File: src/rtl/aud_dsp.sv
// rtl/aud_dsp.sv - SRAM-fed playback controller with fast/slow speed control for the I2S player
module aud_dsp #(
    parameter int ADDR_W = 20,
    parameter int DATA_W = 16
) (
    input  logic              i_clk,
    input  logic              i_rst,
    input  logic              i_start,
    input  logic              i_pause,
    input  logic              i_stop,
    input  logic              i_fast,
    input  logic              i_slow_0,
    input  logic              i_slow_1,
    input  logic [2:0]        i_speed,
    input  logic              i_daclrck,
    input  logic [ADDR_W-1:0] i_end_addr,
    input  logic [DATA_W-1:0] i_sram_data,
    output logic [ADDR_W-1:0] o_sram_addr,
    output logic [DATA_W-1:0] o_dac_data,
    output logic              o_player_en,
    output logic              o_done
);
    localparam int PW = DATA_W + 5;

    typedef enum logic [2:0] {S_IDLE, S_WAIT, S_FETCH, S_CALC, S_PAUSE} state_t;
    typedef enum logic [1:0] {M_NORM, M_FAST, M_SLOW0, M_SLOW1} mode_t;

    state_t            state_q, state_d;
    mode_t             mode_q, mode_d;
    logic              lrck_q, lrck_d;
    logic [ADDR_W-1:0] addr_q, addr_d;
    logic [DATA_W-1:0] prev_q, prev_d;
    logic [DATA_W-1:0] dac_q, dac_d;
    logic [2:0]        k_q, k_d;
    logic [3:0]        n_q, n_d;
    logic              done_q, done_d;
    logic              last_q, last_d;

    logic                 tick;
    logic                 wrap;
    logic [3:0]           kp1;
    logic [ADDR_W:0]      next_addr;
    logic signed [PW-1:0] diff_x, kp1_x, n_x, prod, quot, interp;
    logic [DATA_W-1:0]    interp_sat;

    assign tick = i_daclrck & ~lrck_q;
    assign kp1  = {1'b0, k_q} + 4'd1;
    assign wrap = (kp1 == n_q);

    // Interpolation datapath; PW bits keep (cur-prev)*(k+1) exact before the divide.
    always_comb begin
        diff_x = PW'($signed(i_sram_data)) - PW'($signed(prev_q));
        kp1_x  = PW'(kp1);
        n_x    = PW'(n_q);
        prod   = diff_x * kp1_x;
        quot   = prod / n_x;
        interp = PW'($signed(prev_q)) + quot;
        if (interp[PW-1:DATA_W-1] == {(PW-DATA_W+1){interp[PW-1]}}) begin
            interp_sat = interp[DATA_W-1:0];
        end else begin
            interp_sat = interp[PW-1] ? {1'b1, {(DATA_W-1){1'b0}}} : {1'b0, {(DATA_W-1){1'b1}}};
        end
    end

    always_comb begin
        next_addr = {1'b0, addr_q};
        if (mode_q == M_NORM || mode_q == M_FAST) begin
            next_addr = {1'b0, addr_q} + (ADDR_W+1)'(n_q);
        end else if (wrap) begin
            next_addr = {1'b0, addr_q} + (ADDR_W+1)'(1);
        end
    end

    always_comb begin
        state_d = state_q;
        mode_d  = mode_q;
        lrck_d  = i_daclrck;
        addr_d  = addr_q;
        prev_d  = prev_q;
        dac_d   = dac_q;
        k_d     = k_q;
        n_d     = n_q;
        done_d  = 1'b0;
        last_d  = last_q;
        case (state_q)
            S_IDLE: begin
                dac_d = '0;
                if (i_start) begin
                    addr_d  = '0;
                    prev_d  = '0;
                    k_d     = 3'd0;
                    last_d  = 1'b0;
                    state_d = S_WAIT;
                end
            end
            S_WAIT: begin
                if (tick) begin
                    if (last_q) begin
                        state_d = S_IDLE;
                        done_d  = 1'b1;
                        dac_d   = '0;
                        addr_d  = '0;
                        last_d  = 1'b0;
                    end else begin
                        state_d = S_FETCH;
                    end
                end
            end
            S_FETCH: begin
                if (i_fast) begin
                    mode_d = M_FAST;
                    n_d    = {1'b0, i_speed} + 4'd1;
                end else if (i_slow_1) begin
                    mode_d = M_SLOW1;
                    n_d    = {1'b0, i_speed} + 4'd1;
                end else if (i_slow_0) begin
                    mode_d = M_SLOW0;
                    n_d    = {1'b0, i_speed} + 4'd1;
                end else begin
                    mode_d = M_NORM;
                    n_d    = 4'd1;
                end
                // A speed change can leave k beyond the new factor; restart the sub-sample count.
                if (mode_d == M_SLOW0 || mode_d == M_SLOW1) begin
                    if ({1'b0, k_q} >= n_d) k_d = 3'd0;
                end else begin
                    k_d = 3'd0;
                end
                state_d = S_CALC;
            end
            S_CALC: begin
                dac_d  = (mode_q == M_SLOW1) ? interp_sat : i_sram_data;
                addr_d = next_addr[ADDR_W-1:0];
                last_d = next_addr > {1'b0, i_end_addr};
                if (mode_q == M_SLOW0 || mode_q == M_SLOW1) begin
                    k_d = wrap ? 3'd0 : k_q + 3'd1;
                end
                if (next_addr != {1'b0, addr_q}) prev_d = i_sram_data;
                state_d = S_WAIT;
            end
            S_PAUSE: begin
                dac_d = '0;
                if (i_start) state_d = S_WAIT;
            end
            default: state_d = S_IDLE;
        endcase

        if (state_q != S_IDLE) begin
            if (i_stop) begin
                state_d = S_IDLE;
                dac_d   = '0;
                addr_d  = '0;
                prev_d  = '0;
                k_d     = 3'd0;
                last_d  = 1'b0;
                done_d  = 1'b0;
            end else if (i_pause) begin
                // Pause discards any in-flight sample so resume replays the same address.
                state_d = S_PAUSE;
                dac_d   = '0;
                addr_d  = addr_q;
                prev_d  = prev_q;
                k_d     = k_q;
                last_d  = last_q;
                done_d  = 1'b0;
            end
        end
    end

    always_ff @(posedge i_clk) begin
        if (i_rst) begin
            state_q <= S_IDLE;
            mode_q  <= M_NORM;
            lrck_q  <= 1'b1;
            addr_q  <= '0;
            prev_q  <= '0;
            dac_q   <= '0;
            k_q     <= 3'd0;
            n_q     <= 4'd1;
            done_q  <= 1'b0;
            last_q  <= 1'b0;
        end else begin
            state_q <= state_d;
            mode_q  <= mode_d;
            lrck_q  <= lrck_d;
            addr_q  <= addr_d;
            prev_q  <= prev_d;
            dac_q   <= dac_d;
            k_q     <= k_d;
            n_q     <= n_d;
            done_q  <= done_d;
            last_q  <= last_d;
        end
    end

    assign o_sram_addr = addr_q;
    assign o_dac_data  = dac_q;
    assign o_done      = done_q;
    assign o_player_en = (state_q == S_WAIT) || (state_q == S_FETCH) || (state_q == S_CALC);
endmodule

File: config.mk
export PLATFORM = sky130hd
export DESIGN_NAME = aud_dsp
export DESIGN_NICKNAME = d
export VERILOG_FILES = /design/src/rtl/aud_dsp.sv
export SDC_FILE = /design/constraint.sdc
export NUM_CORES = 1
export LEC_CHECK = 0
export BUFFER_PORTS_ARGS = -buffer_cell sky130_fd_sc_hd__clkbuf_2
export CAP_MARGIN = 0
export CORE_MARGIN = 2
export CORE_UTILIZATION = 65
export DETAILED_ROUTE_END_ITERATION = 8
export GPL_ROUTABILITY_DRIVEN = 1
export PLACE_DENSITY = 0.81
export SLEW_MARGIN = 10
export SYNTH_ARGS = -nofsm -noshare
export SYNTH_HDL_FRONTEND = slang
export SYNTH_SLANG_ARGS = --single-unit
File: constraint.sdc
create_clock -name i_clk -period 83.6 [get_ports i_clk]
set_input_delay 16.72 -clock i_clk [delete_from_list [all_inputs] [get_ports i_clk]]
set_output_delay 16.72 -clock i_clk [all_outputs]
set_load 0.05 [all_outputs]
==> results of run 1 <==
==> flip-flops by register name (all words and copies together) (netlist names) <==
name and flops:
o_done 1, o_sram_addr 20, mode_q 2, lrck_q 1
prev_q 16, o_dac_data 16, state_q 3, n_q 4
k_q 3, last_q 1
==> tightest hold or removal path: stages, from the launching register on <==
cell and delay [ns]:
dfxtp_1 0.31, nand2_1 0.05, o21ai_1 0.05
==> cell usage in the layout (no fill, tap or decap), types with 10 or more instances in the layout <==
master    synthesis  final
and3_1           35     35
o21ai_0         129    129
or3_1            31     31
mux2i_1          33     32
dfxtp_1          67     67
nand4_1          33     33
o21ai_1          22     22
ha_1            187    187
buf_4             1     11
nor2_1          248    246
or2_2            31     31
nor4_1           25     25
and2_1           34     34
o31a_1           11     11
nor3_1           80     79
a31oi_1          27     27
fa_1             37     37
o211ai_1         23     23
clkbuf_2          0     85
or4_1            10     10
o21a_1           47     47
a21oi_1         167    167
nor2b_1          29     29
a21o_1           62     62
o31ai_1          20     20
a41oi_1          12     12
a22o_1           31     31
nand2_1         173    173
nand3_1          68     68
a211o_1          13     13
nand2b_1         58     58
o21bai_1         15     14
mux2_2           15     15
xnor2_1         114    114
inv_1           154    154
a211oi_1         17     17
xor2_1           73     73
==> logic make-up (layout without fill, tap and decap cells) <==
kind of cell             count (synthesis)  in the layout  synth area share, %
XOR/XNOR                               188            188                 9.46
buffers and inverters                  229            268                 5.13
flip-flops                              67             67                 7.67
AO/OA/AOI/OAI                          737            737                 29.6
adder cells (fa/ha/maj)                226            226                 17.7
AND/OR/NAND/NOR                        922            922                 27.2
multiplexers                            53             53                 3.24
==> layout make-up <==
class / count / area (um^2) / area share (%)
Clock inverter: 7 / 76.3 / 0.414
Timing Repair Buffer: 96 / 508 / 2.76
Tap cell: 341 / 427 / 2.31
Sequential cell: 67 / 1340 / 7.28
Clock buffer: 9 / 225 / 1.22
Inverter: 156 / 591 / 3.20
Multi-Input combinational cell: 2126 / 15300 / 82.8
==> metal layers <==
layer  up-vias  part of all wire (%)  global-route usage [%]
met3       154                   6.7                    4.04
met4         0                   3.8                    14.0
met2       778                    46                    62.6
met5         -                     0                       0
met1      8798                    44                    48.1
li1       9001                     -                       -
==> how the worst max path moves through the flow <==
| stage | from | endpoint | slack [ns] | cells after the start |
|---|---|---|---|---|
| finish | i_sram_data[1] | o_dac_data[1] | 5.67 | 261 |
| global route | i_sram_data[1] | o_dac_data[0] | 0.08 | 265 |
| CTS | i_sram_data[1] | o_dac_data[12] | 6.40 | 260 |
| detailed placement | i_sram_data[1] | o_dac_data[1] | 6.34 | 260 |
| global placement | i_sram_data[1] | o_dac_data[1] | 8.74 | 260 |
| floorplan | i_sram_data[1] | o_dac_data[5] | 14.77 | 276 |
==> stage by stage <==
step / worst slack [ns] / hold slack (ns) / util [%]
floorplan: 14.77 / 0.433 / -
global placement: 8.74 / 0.439 / 68.0
detailed placement: 6.34 / 0.443 / 68.0
CTS: 6.40 / 0.450 / 69.1
global route: 0.0849 / 0.476 / 69.2
finish: 5.67 / 0.449 / 69.2
==> synth_stat cells (27+ instances only) <==
cell type and instances:
a21oi_1 167, nand2_1 173, and2_1 34, ha_1 187, nor3_1 80, fa_1 37, xnor2_1 114, nand2b_1 58
or3_1 31, nor2b_1 29, a22o_1 31, and3_1 35, xor2_1 73, inv_1 154, or2_2 31, dfxtp_1 67
o21a_1 47, a31oi_1 27, clkbuf_1 50, mux2i_1 33, a21o_1 62, nand3_1 68, o21ai_0 129, nor2_1 248
nand4_1 33
==> timing repair <==
item,4_1_cts,5_1_grt
resized for setup,0,2
setup endpoints to repair,0,15
hold buffers,0,0
==> summary.md, run 1 <==
| Metric | Value |
|---|---|
| Run status | `finished, final reports clean` |
| Die area | `0.0282 mm^2` |
| Port Buf Inserts | `85` |
| Final instance area | `0.0184 mm^2` |
| DR WL/cell | `18.8 um` |
| Router iterations before antenna repair | `6` |
| Gr usage total | `36.8%` |
| Iter 0 DRT Violations | `1,860` |
| Core Footprint | `0.0267 mm^2` |
| Die Span Y | `168 um` |
| Hold EP | `o_dac_data[13]` |
| Ant. Diodes | `0` |
| Slew HR | `20.5%` |
| Crit-path max cell delay | `0.73 ns` |
| Fin cells | `2,802` |
| Root Driver | `clkbuf_16` |
| Post-synth ARST share | `0%` |
| Area delta synth->final | `5.42%` |
| R2r setup slk | `21.60 ns` |
| # IOs | `86` |
| Placed cell count | `2,786` |
| Hold path startpoint | `o_dac_data[13]` |
| Library cells used by synthesis | `122` |
| Synthesized instance count | `2,422` |
| R2R depth | `261` |
| Final RePlAce weighted congestion | `0.979` |
| Sequential fraction of the synthesis area | `7.67%` |
| Critical Path RT | `83.82 ns` |
| Vias per inst | `6.68` |
| Setup TNS | `0 ns` |
| R2r startpoint | `prev_q[1]` |
| Clk_lat worst skew | `0.34 ns` |
| Clk sinks | `67` |
| Number of synthesized flops with an enable pin | `0` |
| Vias in the first global route | `17,837` |
| Kind of cell adding the most delay to the critical path | `compound AO/OA/AOI/OAI gates` |
| Filler cells | `2,261` |
| Total Routed Length | `52.7 mm` |
| Post-Syn Area per Cell | `7.22 um^2` |
| Leading area contributor after synthesis | `ha_1` |
| Vias | `18,731` |
| Num CTS Buffers | `9` |
| CTS tree | `yes` |
| Rows | `60` |
| Syn nets | `2,694` |
| Max_cap viols | `0` |
| Synth Register Bits | `67` |
| Worst hold-check path type | `register to register` |
| RSZ-0062 raised after global routing | `no` |
| Worst Tran Pin Value | `1.19 ns` |
| GRT overflow | `0` |
| Share of cells above drive strength 1 | `9.47%` |
| Antenna-violating nets left | `0` |
| Reg clk slew, reported paths | `0.06 ns` |
| Fin crit share | `93.2%` |
| YS warnings | `0` |
| Antenna violations before repair | `0` |
| Die W | `168 um` |
| Nets | `2,728` |
| Buffers from clock root to sink, at most | `2` |
| Final Critical Period | `77.93 ns` |
| Detailed-route DRC error count | `0` |
| Worst setup SP type | `primary input` |
| H-tree Lvls | `3` |
| Final max-slew violation count | `0` |
| Initial Util | `65.6%` |
| Placed cell areas | `0.0181 mm^2` |
| Top_reg_cell synth | `dfxtp_1` |
| Max FO, Critical Path | `15` |
| Critical Path End Type | `register` |
| Yosys top cell area share | `13.4%` |
| Mapped Area | `0.0175 mm^2` |
| First-pass GRT wire length | `87.4 mm` |
| Clock Skew | `0.00841 ns` |
| Most used cell, CP | `a21oi_1` |
| Setup CP Type | `primary input to register` |
| Area contributors post-synth | `ha_1 13%, dfxtp_1 7.7%, xnor2_1 5.7%, nor2_1 5.3%, a21oi_1 4.8%` |
| Final setup viols | `0` |
| Post-DP HPWL | `42.7 mm` |
| WP data arrival | `78.16 ns` |
| Hold Path Depth | `2` |
| Reg2reg end | `o_dac_data[1]` |
| Largest net degree at the start of global routing | `30` |
| F_max | `0.0128 GHz` |
| Buffers & Inverters on Critical Path | `11` |
| Slowest CP cell | `nor3_2` |
| Setup Buffers After CTS | `0` |
| Final Hold Fails | `0` |
Power of run 1 is not shown: default switching activity piles up to over one toggle a cycle in this logic, so the estimate is an artifact.
==> run 2: changes to the inputs <==
--- a/config.mk
+++ b/config.mk
@@ -8,10 +8,11 @@
 export BUFFER_PORTS_ARGS = -buffer_cell sky130_fd_sc_hd__clkbuf_2
 export CAP_MARGIN = 0
 export CORE_MARGIN = 2
-export CORE_UTILIZATION = 65
+export CORE_UTILIZATION = 66
+export CTS_BUF_LIST = sky130_fd_sc_hd__clkbuf_2 sky130_fd_sc_hd__clkbuf_4 sky130_fd_sc_hd__clkbuf_8
 export DETAILED_ROUTE_END_ITERATION = 8
 export GPL_ROUTABILITY_DRIVEN = 1
-export PLACE_DENSITY = 0.81
+export PLACE_DENSITY = 0.82
 export SLEW_MARGIN = 10
 export SYNTH_ARGS = -nofsm -noshare
 export SYNTH_HDL_FRONTEND = slang
==> summary.md, run 2 (same netlist as run 1, synthesis figures left out) <==
| Metric | Value |
|---|---|
| Clk sinks | `67` |
| Critical Path RT | `83.86 ns` |
| R2R depth | `266` |
| Total Routed Length | `52.9 mm` |
| CTS tree | `yes` |
| Vias in the first global route | `17,622` |
| R2r startpoint | `prev_q[1]` |
| Root Driver | `clkbuf_8` |
| F_max | `0.0128 GHz` |
| Worst setup startpoint | `i_sram_data[1]` |
| Largest net degree at the start of global routing | `31` |
| Vias per inst | `6.69` |
| Final setup viols | `0` |
| Ant. Diodes | `0` |
| Hold slack final | `0.462 ns` |
| Max reg flops | `20` |
| Worst Tran Pin Value | `1.35 ns` |
| Reg clk slew, reported paths | `0.08 ns` |
| Setup Buffers After CTS | `0` |
| Setup CP Type | `primary input to register` |
| Slowest CP cell | `mux2i_2` |
| Multi-input gate area | `0.0153 mm^2` |
| Post-layout util | `70.4%` |
| Post-DP HPWL | `43.0 mm` |
| Sequential cell area | `0.00134 mm^2` |
| Max_cap viols | `0` |
| Vias | `18,695` |
| Nets | `2,727` |
| GRT overflow | `0` |
| Hold Path Depth | `2` |
| Most common cell after layout, fill and taps aside | `nor2_1` |
| Worst setup SP type | `primary input` |
| # IOs | `86` |
| Setup TNS | `0 ns` |
| Run status | `finished, final reports clean` |
| Antenna-violating nets left | `0` |
| Clock Skew | `0.00974 ns` |
| Rows | `59` |
| Commonest non-fill, non-tap cells in the layout | `247 x nor2_1, 187 x ha_1, 173 x nand2_1` |
| Final Hold Fails | `0` |
| Hold path startpoint | `o_dac_data[11]` |
| WP data arrival | `78.40 ns` |
| Worst hold-check path type | `register to register` |
| Die W | `167 um` |
| Gr usage total | `36.9%` |
| Clk_lat worst skew | `0.37 ns` |
| First-pass GRT wire length | `87.4 mm` |
| Reg2reg end | `o_dac_data[1]` |
| CTS Hold Buffers Added | `0` |
| Resized Gates After CTS | `0` |
| H-tree Lvls | `3` |
| Hold EP | `o_dac_data[11]` |
| Slew HR | `9.49%` |
| Final Critical Period | `78.15 ns` |
| Share of cells above drive strength 1 | `9.35%` |
| Final max-slew violation count | `0` |
| Router iterations before antenna repair | `5` |
| Final RePlAce weighted congestion | `1.01` |
| Most used cell, CP | `a21oi_1` |
| Detailed-route DRC error count | `0` |
| Crit-path max cell delay | `0.69 ns` |
| Port Buf Inserts | `85` |
| Area delta synth->final | `4.90%` |
| Critical Path End Type | `register` |
| RSZ-0062 raised after global routing | `no` |
| Antenna violations before repair | `0` |
| Die area | `0.0278 mm^2` |
| DR WL/cell | `18.9 um` |
| Max FO, Critical Path | `30` |
| Iter 0 DRT Violations | `1,736` |
| Die Span Y | `167 um` |
| Filler cells | `2,306` |
| Num CTS Buffers | `9` |
| Initial Util | `67.1%` |
| Buffers from clock root to sink, at most | `2` |
| Fin crit share | `93.5%` |
| R2r setup slk | `21.36 ns` |
| Core Footprint | `0.0261 mm^2` |
## run 2: cell count changes in the layout (fill, tap and decap cells not counted), sizes merged
cell	previous run	this run
clkbuf	94	95
buf	11	10
bufinv	1	2
inv	156	154
## run 2: critical path: cells and delay by family
| kind | cells | cell delay, ns |
|---|---|---|
| mux | 6 | 2.16 |
| compound gates | 127 | 28.26 |
| fa+ha+maj | 28 | 9.07 |
| buf+inv | 13 | 1.22 |
| simple gates | 88 | 19.91 |
| xor+xnor | 4 | 0.93 |
## run 2: worst max path at each step
stage | to | slack (ns)
2_1_floorplan | o_dac_data[5] | 14.77
6_report | o_dac_data[1] | 5.45
3_3_place_gp | o_dac_data[1] | 8.61
4_1_cts | o_dac_data[1] | 6.31
5_1_grt | o_dac_data[1] | 0.12
3_5_place_dp | o_dac_data[1] | 6.17
## run 2: layout make-up
class / instances / area share, %
inverters: 156 / 3.22
clock buffers: 10 / 0.750
clock inverters: 6 / 0.484
well taps: 335 / 2.29
flip-flops and latches: 67 / 7.31
multi-input cells: 2126 / 83.2
repair buffers: 95 / 2.73
## run 2: through the flow
stage | area (um^2) | worst slack, ns | std cells
3_5_place_dp | 18100 | 6.17 | 2779
6_report | 18300 | 5.45 | 2795
3_3_place_gp | 18100 | 8.61 | 2779
4_1_cts | 18300 | 6.31 | 2795
2_1_floorplan | 17500 | 14.77 | 2422
5_1_grt | 18300 | 0.122 | 2795
## run 2: per-layer routing
metal | part of all wire [%] | vias up | track usage [%] | wire (um)
met5 | 0 | - | 0 | 0
met4 | 3.4 | 0 | 12.4 | 1800
met3 | 7.2 | 137 | 3.99 | 3800
met2 | 46 | 839 | 62.3 | 24200
met1 | 44 | 8743 | 49.0 | 23100
li1 | - | 8976 | - | -
Power of run 2 is left out for the same reason.
==> run 3: changes to the inputs <==
--- a/config.mk
+++ b/config.mk
@@ -8,11 +8,11 @@
 export BUFFER_PORTS_ARGS = -buffer_cell sky130_fd_sc_hd__clkbuf_2
 export CAP_MARGIN = 0
 export CORE_MARGIN = 2
-export CORE_UTILIZATION = 66
+export CORE_UTILIZATION = 45
 export CTS_BUF_LIST = sky130_fd_sc_hd__clkbuf_2 sky130_fd_sc_hd__clkbuf_4 sky130_fd_sc_hd__clkbuf_8
 export DETAILED_ROUTE_END_ITERATION = 8
 export GPL_ROUTABILITY_DRIVEN = 1
-export PLACE_DENSITY = 0.82
+export PLACE_DENSITY = 0.59
 export SLEW_MARGIN = 10
 export SYNTH_ARGS = -nofsm -noshare
 export SYNTH_HDL_FRONTEND = slang
==> summary.md, run 3 (same netlist as run 1, synthesis figures left out) <==
| Metric | Value |
|---|---|
| Run status | `finished, final reports clean` |
| Worst hold-check path type | `register to register` |
| Share of cells above drive strength 1 | `9.39%` |
| Detailed-route DRC error count | `0` |
| Multi-input gate area | `0.0153 mm^2` |
| Commonest non-fill, non-tap cells in the layout | `247 x nor2_1, 187 x ha_1, 173 x nand2_1` |
| Final setup viols | `0` |
| GRT overflow | `0` |
| Port Buf Inserts | `85` |
| Max_cap viols | `0` |
| Ant. Diodes | `0` |
| CTS Hold Buffers Added | `0` |
| Final max-slew violation count | `0` |
| Antenna violations before repair | `0` |
| Root Driver | `clkbuf_8` |
| Num CTS Buffers | `9` |
| Hold Path Depth | `2` |
| Final Hold Fails | `0` |
| Setup TNS | `0 ns` |
| Initial Util | `45.5%` |
| Clock Skew | `0.0165 ns` |
| First-pass GRT wire length | `90.9 mm` |
| F_max | `0.0129 GHz` |
| Clk_lat worst skew | `0.36 ns` |
| Post-DP HPWL | `45.6 mm` |
| Vias per inst | `6.04` |
| Filler cells | `3,961` |
| R2r setup slk | `21.92 ns` |
| Final RePlAce weighted congestion | `0.945` |
| Router iterations before antenna repair | `5` |
| Most common cell after layout, fill and taps aside | `nor2_1` |
| Setup CP Type | `primary input to register` |
| Rows | `72` |
| Slew HR | `19.9%` |
| Gr usage total | `27.1%` |
| Max FO, Critical Path | `30` |
| Clk sinks | `67` |
| WP data arrival | `77.86 ns` |
| Slowest CP cell | `a2111oi_0` |
| Critical Path RT | `83.88 ns` |
| Area delta synth->final | `6.11%` |
| Sequential cell area | `0.00134 mm^2` |
| Largest net degree at the start of global routing | `31` |
| Worst setup SP type | `primary input` |
| Total Routed Length | `55.5 mm` |
| Fin crit share | `92.8%` |
| R2R depth | `267` |
| Reg2reg end | `o_dac_data[3]` |
| # IOs | `86` |
| Die Span Y | `201 um` |
| DR WL/cell | `18.6 um` |
| Crit-path max cell delay | `0.72 ns` |
| Most used cell, CP | `a21oi_1` |
| Final Critical Period | `77.58 ns` |
| Max reg flops | `20` |
| Reg clk slew, reported paths | `0.07 ns` |
| Hold path startpoint | `o_dac_data[4]` |
| Iter 0 DRT Violations | `1,181` |
| Vias | `18,004` |
| RSZ-0062 raised after global routing | `no` |
| Critical Path End Type | `register` |
| Die W | `201 um` |
| Antenna-violating nets left | `0` |
| Nets | `2,728` |
| H-tree Lvls | `3` |
| R2r startpoint | `prev_q[1]` |
| Core Footprint | `0.0385 mm^2` |
| Hold EP | `o_dac_data[4]` |
| Worst Tran Pin Value | `1.20 ns` |
| Die area | `0.0404 mm^2` |
| Buffers from clock root to sink, at most | `2` |
| Vias in the first global route | `17,346` |
| CTS tree | `yes` |
## run 3: layer usage
layer | global-route usage, % | wire (um)
met2 | 46.4 | 25800
met3 | 2.11 | 2110
met5 | 0 | 0
met1 | 37.1 | 26400
met4 | 5.63 | 1120
## run 3: through the flow
| step | instances | worst slack [ns] | cell area [um^2] | utilization [%] | hold slack, ns |
|---|---|---|---|---|---|
| 6_report | 2979 | 6.02 | 18600 | 48.2 | 0.466 |
| 3_5_place_dp | 2963 | 5.90 | 18300 | 47.7 | 0.454 |
| 2_1_floorplan | 2422 | 14.77 | 17500 | - | 0.433 |
| 5_1_grt | 2979 | 0.166 | 18600 | 48.2 | 0.504 |
| 3_3_place_gp | 2963 | 7.77 | 18300 | 47.7 | 0.444 |
| 4_1_cts | 2979 | 5.99 | 18500 | 48.2 | 0.470 |
## run 3: how the worst max path moves through the flow
| stage | start | endpoint | depth (start not counted) |
|---|---|---|---|
| 5_1_grt | i_sram_data[1] | o_dac_data[2] | 268 |
| 3_5_place_dp | i_sram_data[1] | o_dac_data[3] | 265 |
| 2_1_floorplan | i_sram_data[1] | o_dac_data[5] | 276 |
| 3_3_place_gp | i_sram_data[1] | o_dac_data[4] | 264 |
| 4_1_cts | i_sram_data[1] | o_dac_data[3] | 265 |
| 6_report | i_sram_data[1] | o_dac_data[3] | 267 |
## run 3: area by class of cell
cell class                      count  area share (%)
Timing Repair Buffer               96            2.74
Sequential cell                    67            7.23
Multi-Input combinational cell   2126            82.3
Clock buffer                        9           0.668
Clock inverter                      7           0.418
Inverter                          156            3.18
Tap cell                          518            3.49
## run 3: critical path: cells and delay by family
family | cells | cell delay, ns
adders and majority gates | 28 | 9.10
AOI/OAI and AO/OA | 125 | 27.86
xor gates and xnor gates | 4 | 0.97
and+or+nand+nor | 91 | 19.79
buffers and inverters | 13 | 1.23
muxes | 6 | 2.17
## run 3: repair_timing
| action | in CTS | in global routing |
|---|---|---|
| setup endpoints to repair | 0 | 15 |
| gates resized for setup | 0 | 3 |
| endpoints found under the hold margin | 0 | 0 |
| buffers inserted | 0 | 0 |
Power of run 3 is left out for the same reason.
